## config.mk

```make
export PLATFORM = sky130hd
export DESIGN_NAME = uart_tx_fifo
export DESIGN_NICKNAME = d
export VERILOG_FILES = /design/src/rtl/uart_tx_fifo.sv
export SDC_FILE = /design/constraint.sdc
export NUM_CORES = 1
export LEC_CHECK = 0
export CORE_ASPECT_RATIO = 0.5
export CORE_MARGIN = 8
export CORE_UTILIZATION = 59
export CTS_CLUSTER_SIZE = 14
export DETAILED_ROUTE_END_ITERATION = 6
export GPL_ROUTABILITY_DRIVEN = 0
export GPL_TIMING_DRIVEN = 1
export MAX_ROUTING_LAYER = met4
export PLACE_DENSITY = 0.84
export SETUP_SLACK_MARGIN = 0.05
export SKIP_LAST_GASP = 1
export SLEW_MARGIN = 5
export SYNTH_ARGS = -nofsm -noshare
export SYNTH_HDL_FRONTEND = slang
export SYNTH_SLANG_ARGS = --single-unit
```

## constraint.sdc

```tcl
create_clock -name clk -period 4.1 [get_ports clk]
set_input_delay 0.82 -clock clk [delete_from_list [all_inputs] [get_ports clk]]
set_output_delay 0.82 -clock clk [all_outputs]
set_load 0.03 [all_outputs]
```

## src/rtl/uart_tx_fifo.sv

```systemverilog
// Byte FIFO that queues CPU console output and feeds uart_tx through its ready/write handshake.
// Optional CR insertion before every LF is compiled in with `define UART_TX_FIFO_CRLF_EN.
module uart_tx_fifo #(
  parameter int DEPTH_LOG2 = 4
) (
  input  logic                  clk,
  input  logic                  reset,
  input  logic [7:0]            wr_data_i,
  input  logic                  wr_en_i,
  input  logic                  flush_i,
  input  logic                  ovf_clr_i,
  output logic                  full_o,
  output logic                  empty_o,
  output logic [DEPTH_LOG2:0]   level_o,
  output logic                  overflow_o,
  output logic [7:0]            uart_data_o,
  output logic                  uart_write_o,
  input  logic                  uart_ready_i
);

  localparam int PTR_W = DEPTH_LOG2;
  localparam int LVL_W = DEPTH_LOG2 + 1;
  localparam int DEPTH = 1 << DEPTH_LOG2;

  typedef enum logic {
    S_IDLE  = 1'b0,
    S_PULSE = 1'b1
  } state_e;

  logic [7:0]       mem_q [DEPTH];

  state_e           state_q, state_d;
  logic [PTR_W-1:0] rd_ptr_q, rd_ptr_d;
  logic [PTR_W-1:0] wr_ptr_q, wr_ptr_d;
  logic [LVL_W-1:0] level_q, level_d;
  logic             full_q, full_d;
  logic             empty_q, empty_d;
  logic             ovf_q, ovf_d;
  logic [7:0]       data_q, data_d;
`ifdef UART_TX_FIFO_CRLF_EN
  logic             lf_pending_q, lf_pending_d;
`endif

  logic             push;
  logic             drop;
  logic             issue;
  logic             pop;
  logic [7:0]       head;

  always_comb begin
    state_d  = S_IDLE;
    rd_ptr_d = rd_ptr_q;
    wr_ptr_d = wr_ptr_q;
    data_d   = data_q;
    ovf_d    = ovf_q;
`ifdef UART_TX_FIFO_CRLF_EN
    lf_pending_d = lf_pending_q;
`endif
    pop      = 1'b0;
    head     = mem_q[rd_ptr_q];

    // Full/empty are the registered flags, so a same-cycle pop never makes room
    // and a byte pushed into an empty FIFO is not issued until the next cycle.
    push  = wr_en_i && !full_q && !flush_i;
    drop  = wr_en_i && full_q && !flush_i;
    issue = uart_ready_i && !empty_q && (state_q == S_IDLE) && !flush_i;

    if (issue) begin
      state_d = S_PULSE;
`ifdef UART_TX_FIFO_CRLF_EN
      if ((head == 8'h0A) && !lf_pending_q) begin
        data_d       = 8'h0D;
        lf_pending_d = 1'b1;
      end else begin
        data_d       = head;
        pop          = 1'b1;
        lf_pending_d = 1'b0;
      end
`else
      data_d = head;
      pop    = 1'b1;
`endif
    end

    if (push) wr_ptr_d = wr_ptr_q + PTR_W'(1);
    if (pop)  rd_ptr_d = rd_ptr_q + PTR_W'(1);
    level_d = level_q + LVL_W'(push) - LVL_W'(pop);

    if (flush_i) begin
      rd_ptr_d = '0;
      wr_ptr_d = '0;
      level_d  = '0;
`ifdef UART_TX_FIFO_CRLF_EN
      lf_pending_d = 1'b0;
`endif
    end

    full_d  = (level_d == LVL_W'(DEPTH));
    empty_d = (level_d == '0);

    // A drop in the same cycle as a clear leaves the flag set.
    if (drop)           ovf_d = 1'b1;
    else if (ovf_clr_i) ovf_d = 1'b0;
  end

  always_ff @(posedge clk) begin
    if (reset) begin
      state_q  <= S_IDLE;
      rd_ptr_q <= '0;
      wr_ptr_q <= '0;
      level_q  <= '0;
      full_q   <= 1'b0;
      empty_q  <= 1'b1;
      ovf_q    <= 1'b0;
      data_q   <= 8'h00;
`ifdef UART_TX_FIFO_CRLF_EN
      lf_pending_q <= 1'b0;
`endif
    end else begin
      state_q  <= state_d;
      rd_ptr_q <= rd_ptr_d;
      wr_ptr_q <= wr_ptr_d;
      level_q  <= level_d;
      full_q   <= full_d;
      empty_q  <= empty_d;
      ovf_q    <= ovf_d;
      data_q   <= data_d;
`ifdef UART_TX_FIFO_CRLF_EN
      lf_pending_q <= lf_pending_d;
`endif
    end
  end

  always_ff @(posedge clk) begin
    if (push) mem_q[wr_ptr_q] <= wr_data_i;
  end

  assign full_o       = full_q;
  assign empty_o      = empty_q;
  assign level_o      = level_q;
  assign overflow_o   = ovf_q;
  assign uart_data_o  = data_q;
  assign uart_write_o = (state_q == S_PULSE);

endmodule

```

## After elaboration in Yosys (flattened, before gate mapping)

Memory sizes are Yosys's and may differ from the RTL's. A register that Yosys moved wholly into a read port is not among the register bits.
Index checks and enable logic that the tools add are counted.

| storage, ports and cells | value |
|---|---|
| register bits | 17 |
| output and inout bits | 17 |
| word-level logic and storage cells | 33 |
| memories | 1 |
| input bits | 14 |
| RAM bits | 128 |

| cells by class | value |
|---|---|
| add/subtract/negate cells | 4 |
| muxes and demuxes | 6 |
| reduce and logical (&&, ||, !) cells | 13 |
| bitwise operators | 1 |
| equality and inequality tests | 1 |

Memory list:

| memory | words | width | read ports | clocked after memory_dff | write ports | line | text |
|---|---|---|---|---|---|---|---|
| mem_q | 16 | 8 | 1 | 1 | 1 | 30 | `logic [7:0] mem_q [DEPTH];` |

Operators with widths:

| operator | count |
|---|---|
| $add A4 B1 Y4 const B | 2 |
| $logic_and A1 B1 Y1 | 7 |
| $add A5 B1 Y5 | 1 |
| $eq A5 B5 Y1 const B | 1 |
| $logic_not A5 Y1 | 1 |
| $mux W1 | 5 |
| $mux W5 | 1 |
| $sub A5 B1 Y5 | 1 |
| $logic_not A1 Y1 | 3 |
| $reduce_bool A2 Y1 | 1 |
| $reduce_or A2 Y1 | 1 |
| $not A1 Y1 | 1 |

## Logic depth before layout (Yosys ltp)

Gate-level depths: netlist of run 1.

| logic depth | value |
|---|---|
| word-level depth | 8 |
| depth in mapped cells | 11 |
| gate-level depth less buffers | 11 |

## Worst setup path after synthesis of run 1

No wires, ideal clock.

| timing path | value |
|---|---|
| path type | input to register |
| start | input port flush_i |
| end | register full_q (netlist: full_o) |
| setup slack | 0.813 ns |
| stages | 11 |
| buffers on the path | 0 |
| arrival | 3.173 ns |
| data required time | 3.986 ns |
| library setup time | 0.114 ns |
| cells stage by stage | or4b_4 inv_2 ha_1 inv_1 ha_1 inv_1 fa_1 xnor2_1 nor4bb_1 mux2i_1 a2111oi_0 |

| between the ends | value |
|---|---|
| longest elaborated chain between the ends | 6 |
| elaborated cells between the ends (all ways) | 8 |
| classes of those cells | 2 x add/sub; 1 x eq/ne; 2 x mux; 3 x reduce/logical |

RTL lines:

| element | line | text |
|---|---|---|
| start: declaration | 10 | `input logic flush_i,` |
| $logic_not A1 Y1 | 66 | `issue = uart_ready_i && !empty_q && (state_q == S_IDLE) && !flush_i;` |
| $logic_and A1 B1 Y1 | 66 |  |
| net issue | 46 | `logic issue;` |
| $mux W1 | 68 | `if (issue) begin` |
| $sub A5 B1 Y5 | 87 | `level_d = level_q + LVL_W'(push) - LVL_W'(pop);` |
| $mux W5 | 89 | `if (flush_i) begin` |
| $eq A5 B5 Y1 | 98 | `full_d = (level_d == LVL_W'(DEPTH));` |
| end signal: assignment | 124 | `full_q <= full_d;` |
| end: declaration | 36 | `logic full_q, full_d;` |

The timed path passes the listed nets, and every way through them passes these cells.
A chain may end at the register's enable or synchronous reset.

## Worst setup path in the final report of run 1

Same ends and word-level chain as after synthesis.

==> reports/metrics.yaml, run 1 <==
status: "complete, no violations"
fin_setup_tns_ns: 0
start_util: 0.6027
whs_ns: 0.5226
antenna_found_initial: 0
crit_chain: "clkdlybuf4s50_1, or4b_4, inv_2, ha_1, inv_1, ha_1, inv_1, fa_1, xnor2_1, nor4bb_1, mux2i_1, a2111oi_0"
yosys.area_share.simple: 0.05011
cts_tree: "yes"
ys_warn_count: 0
dieWidth_um: 160
finalNetCount: 400
drt_first_iter_violations: 305
fp.dieH_um: 88
routed_wl_um: 12880
dpl.hpwl_um: 8110
hp-class: "register to register"
final_common_cell: "edfxtp_1"
core_um2: 10150
io_buffers: 30
ctsResizeCount: 0
min_period_ns: 3.777
stdcell_area_um2: 7209
synth-compound-area-share: 0.03109
timing.fmax_ghz: 0.2647
slew_headroom: 0.2940
syn_to_final_growth_pct: 17.86
h-tree-depth: 4
critPathSlowestCell: "or4b_4"
vias: 3265
crit_family: "simple AND/OR/NAND/NOR gates"
synth.top_cells.by_area: "edfxtp_1 (63%), mux4_2 (9.2%), dfxtp_1 (8.2%)"
final-seq-area_um2: 4345
cp.buffers_inverters: 4
post-cts-setup-buffers: 0
synthMuxAreaShare: 0.1512
postSynth.asyncResetShare: 0
grt_pass1_vias: 3408
rsz0062_at_grt: "no"
worstPathMaxFanout: 6
grt_use_total: 0.2042
remaining_drc_errors: 0
final.fill_count: 593
yosys_register_bits: 153
post_dp_cell_area_um2: 6568
wl_per_cell_um: 24.39
place_inst: 496
drive_above_1_share: 0.2036
dieArea_um2: 14080
cts.clk_slew.worst_paths_ns: 0.06
antenna_cells: 0
hold_violations: 0
synth_xor_area_frac: 0.01289
final_cells: 528
overflow: 0
cpPeakStageDelay_ns: 0.58
critPathRequiredTime_ns: 4.39
syn_nets: 359
setup_viol: 0
synth_top_area_cell: "edfxtp_1"
clock_sinks: 153
worstHoldStart: "overflow_o$_SDFFE_PP0P_"
via_per_inst: 6.184
grt_first_pass_wirelength_um: 20150
crit_start: "flush_i"
ys_seq_area_frac: 0.7102
cp.depth: 12
synth_flop_cell: "edfxtp_1"
ctsHoldBuffers: 0
cts_buffer_depth: 2
crit_type: "input pin to register"
ios: 31
maxCapViolations: 0
critPathLaunchType: "input pin"
yosys.area_share.adder: 0.02373
clk_latency_ns: 0.42
worst_slew_pin_slew_ns: 1.059
netlist.area_leader.share: 0.6283
finalMaxSlewViolations: 0
finalWorstSetupSlack_ns: 0.3226
place_ws_ns: -0.05638
endpoint_kind: "register"
skew_ns: 0.01011
ant_nets: 0
syn-cell-area_um2: 6117
multi_input_area_um2: 1645
synth_cell_type_count: 45
total_leakage_power_nw: 2.315
synth_area_per_cell_um2: 18.31
synth_edf_count: 128
cts-root-buf: "clkbuf_16"
synthCells: 334
crit_arrival_ns: 4.07
final_cell_mix: "edfxtp_1 (128), clkdlybuf4s50_1 (30), nor2_1 (25), mux4_2 (25), dfxtp_1 (24)"
synth_top_family_by_area: "multiplexers"
dr.pass1.iters: 5
r2r-start: "empty_o$_SDFF_PP1_"
p_per_area_nw_per_um2: 491.5
worstRegToRegCells: 11
num_rows: 26
cts_buffers: 17
grt_max_degree: 36
post-route-period-util: 0.9213
peakVddDrop_mv: 0.3043
holdPathStages: 2
Yosys cell counts, drive strengths merged, types with 2 or more instances:
cell	n
dfxtp	25
mux2i	11
nand2b	2
nand4	2
nor3b	3
ha	10
o221ai	2
and2	2
xnor2	3
edfxtp	128
mux4	32
nor2b	2
nand3b	3
o22ai	6
nor2	26
nor3	5
mux2	6
buf	11
xor2	6
a22oi	6
a21oi	4
nand2	8
inv	13
clkbuf	4
sequential cells by signal, indices dropped and copies added (netlist names):
signal        count
uart_write_o      1
level_o           5
mem_q           128
empty_o           1
rd_ptr_q          4
wr_ptr_q          4
uart_data_o       8
full_o            1
overflow_o        1
routing by layer:
layer	up-vias	share of wire	routed length (um)	track usage
li1	1404	-	-	-
met1	1680	0.41	5320	0.2387
met2	152	0.50	6496	0.3365
met3	29	0.062	796	0.06098
met4	0	0.021	265	0.07407
met5	-	0	0	-
area by class of cell:
type,instances,area share
clock buffer,20,0.06335
tap,140,0.02430
clock inverter,12,0.02569
multi-input combinational,153,0.2282
sequential,153,0.6027
inverter,13,0.006768
timing repair buffer,37,0.04894
final timing paths:
path | slack, ns | endpoint
min | 0.52 | overflow_o$_SDFFE_PP0P_
min reg2reg | 0.52 | overflow_o$_SDFFE_PP0P_
max | 0.32 | full_o$_SDFF_PP0_
max reg2reg | 0.94 | full_o$_SDFF_PP0_
report_power, final:
part           internal, W  switching, W
registers          0.00170     0.0000120
logic            0.0000609     0.0000853
clock network      0.00106      0.000625
total              0.00282      0.000722
through the flow:
step / power (W) / util
after floorplan: 0.001817 / -
after global placement: 0.001874 / 0.6471
after detailed placement: 0.001886 / 0.6471
after CTS: 0.003564 / 0.7103
after global routing: 0.003644 / 0.7103
final: 0.003544 / 0.7103
worst min-delay path, cell delays in order, from the launching register on:
cell	delay [ns]
dfxtp_1	0.32
a32oi_1	0.06
nor2_1	0.10
logic make-up (layout without fill, tap and decap cells):
family	Yosys count	after routing
flops	153	153
fa+ha+maj	11	11
simple gates	60	60
mux	49	49
compound gates	24	24
buf+inv	28	82
xor+xnor	9	9
No activity file was read; power rests on OpenSTA's default activity.
==> run 2: changes to the inputs <==
Settings changed: CELL_PAD_IN_SITES_DETAIL_PLACEMENT from default to 2, CELL_PAD_IN_SITES_GLOBAL_PLACEMENT from default to 2, CORE_MARGIN 8 to default, CORE_UTILIZATION 59 to 46, PLACE_DENSITY 0.84 to 0.85.
==> run 2 against run 1 <==
  * Power grew 2.8%
  * Final cell count rose by 8.1%
  * Clock skew shrank 0.0031 ns
  * Clock-buffer cell count fell by 2
  * Cell area increased by 2.2%
  * Via count rose by 8.2%
  * Critical endpoint unchanged
  * Largest cell class unchanged
==> reports/metrics.yaml, run 2 (synthesized netlist as in run 1, its figures left out) <==
status: "complete, no violations"
peakVddDrop_mv: 0.3136
critPathSlowestCell: "or4b_4"
cts_buffer_depth: 2
ctsHoldBuffers: 0
total_leakage_power_nw: 2.391
p_per_area_nw_per_um2: 494.5
largest_reg_flops: 128
cts.clk_slew.worst_paths_ns: 0.06
grt_pass1_vias: 3754
finalMaxSlewViolations: 0
hp-class: "register to register"
critPathLaunchType: "input pin"
post-route-period-util: 0.9582
cp.depth: 12
cts_tree: "yes"
ctsResizeCount: 0
cpPeakStageDelay_ns: 0.58
setup_viol: 0
worstHoldStart: "overflow_o$_SDFFE_PP0P_"
skew_ns: 0.006986
dpl.hpwl_um: 11510
fin_util: 0.5752
via_per_inst: 6.189
crit_arrival_ns: 4.24
grt_use_total: 0.3124
antenna_cells: 0
drive_above_1_share: 0.2344
fin_setup_tns_ns: 0
r2r-start: "empty_o$_SDFF_PP1_"
min_period_ns: 3.928
dieArea_um2: 13790
routed_wl_um: 19330
dieWidth_um: 165.1
endpoint_kind: "register"
overflow: 0
reg2reg_setup_slack_ns: 0.78
whs_ns: 0.5198
critPathRequiredTime_ns: 4.42
num_rows: 29
drt_first_iter_violations: 358
cts_buffers: 17
reg2reg_to: "full_o$_SDFF_PP0_"
rsz0062_at_grt: "no"
io_buffers: 30
crit_start: "flush_i"
hold_violations: 0
worst_slew_pin_slew_ns: 0.9946
vias: 3534
ios: 31
cts-root-buf: "clkbuf_16"
start_util: 0.4776
worstPathMaxFanout: 6
syn_to_final_growth_pct: 20.43
fp.dieH_um: 83.54
maxCapViolations: 0
clock_sinks: 153
post-cts-setup-buffers: 0
remaining_drc_errors: 0
wl_per_cell_um: 33.85
final_common_cell: "edfxtp_1"
crit_chain: "clkdlybuf4s50_1, or4b_4, inv_2, ha_1, inv_1, ha_1, inv_1, fa_1, xnor2_1, nor4bb_2, mux2i_1, a2111oi_1"
worstRegToRegCells: 11
crit_end: "full_o$_SDFF_PP0_"
largest_register: "mem_q"
h-tree-depth: 4
crit_family: "simple AND/OR/NAND/NOR gates"
cp.buffers_inverters: 4
timing.fmax_ghz: 0.2546
crit_type: "input pin to register"
final_cell_mix: "edfxtp_1 (128), clkdlybuf4s50_1 (30), nor2_1 (25), mux4_2 (25), dfxtp_1 (24)"
dr.pass1.iters: 5
core_um2: 12810
ant_nets: 0
finalNetCount: 413
antenna_found_initial: 0
grt_first_pass_wirelength_um: 27680
slew_headroom: 0.3360
grt_max_degree: 36
clk_latency_ns: 0.43
run 2: cell count changes in the layout (fill, tap and decap cells not counted), moves of 2 or more:
cell      change
buf_4        +13
inv_6         -2
clkinv_4      +4
clkbuf_8      -2
run 2: layout make-up:
cell class | instances | area [um^2]
Timing Repair Buffer | 50 | 450.4
Fill cell | 1067 | 5441
Multi-Input combinational cell | 153 | 1659
Clock buffer | 18 | 429.2
Tap cell | 170 | 212.7
Clock inverter | 14 | 221.5
Inverter | 13 | 48.80
Sequential cell | 153 | 4345
run 2: where the power goes:
group / total, W / switching [W] / leakage, nW / internal [W]
Combinational: 0.000164 / 0.000101 / 0.716 / 0.0000634
Clock: 0.00177 / 0.000680 / 0.319 / 0.00109
Sequential: 0.00171 / 0.0000142 / 1.36 / 0.00170
run 2: through the flow:
| step | instances | power, W | setup slack [ns] | area (um^2) |
|---|---|---|---|---|
| floorplan | 334 | 0.001817 | 0.8129 | 6117 |
| global placement | 539 | 0.001875 | 0.1828 | 6703 |
| detailed placement | 539 | 0.001895 | -0.08920 | 6703 |
| CTS | 571 | 0.003656 | 0.1359 | 7353 |
| global route | 571 | 0.003714 | 0.04247 | 7367 |
| finish | 571 | 0.003643 | 0.1716 | 7367 |
run 2: how the worst min path moves through the flow:
stage,cells after the start,endpoint
6_report,2,overflow_o$_SDFFE_PP0P_
4_1_cts,2,overflow_o$_SDFFE_PP0P_
2_1_floorplan,2,wr_ptr_q[0]$_SDFFE_PP0P_
3_5_place_dp,2,overflow_o$_SDFFE_PP0P_
3_3_place_gp,2,overflow_o$_SDFFE_PP0P_
5_1_grt,2,overflow_o$_SDFFE_PP0P_
run 2: worst reg2reg max path, stage by stage (launching register included):
cell,delay [ns]
dfxtp_1,0.32
or4b_4,0.53
inv_2,0.14
ha_1,0.25
inv_1,0.07
ha_1,0.18
inv_1,0.06
fa_1,0.41
xnor2_1,0.24
nor4bb_2,0.38
mux2i_1,0.22
a2111oi_1,0.42
run 2: per-layer routing:
layer / share of wire / up-vias / GRT usage
met5: 0 / - / -
met4: 0.024 / 0 / 0.1109
met3: 0.052 / 30 / 0.05614
met2: 0.50 / 168 / 0.5070
met1: 0.42 / 1903 / 0.3962
li1: - / 1433 / -
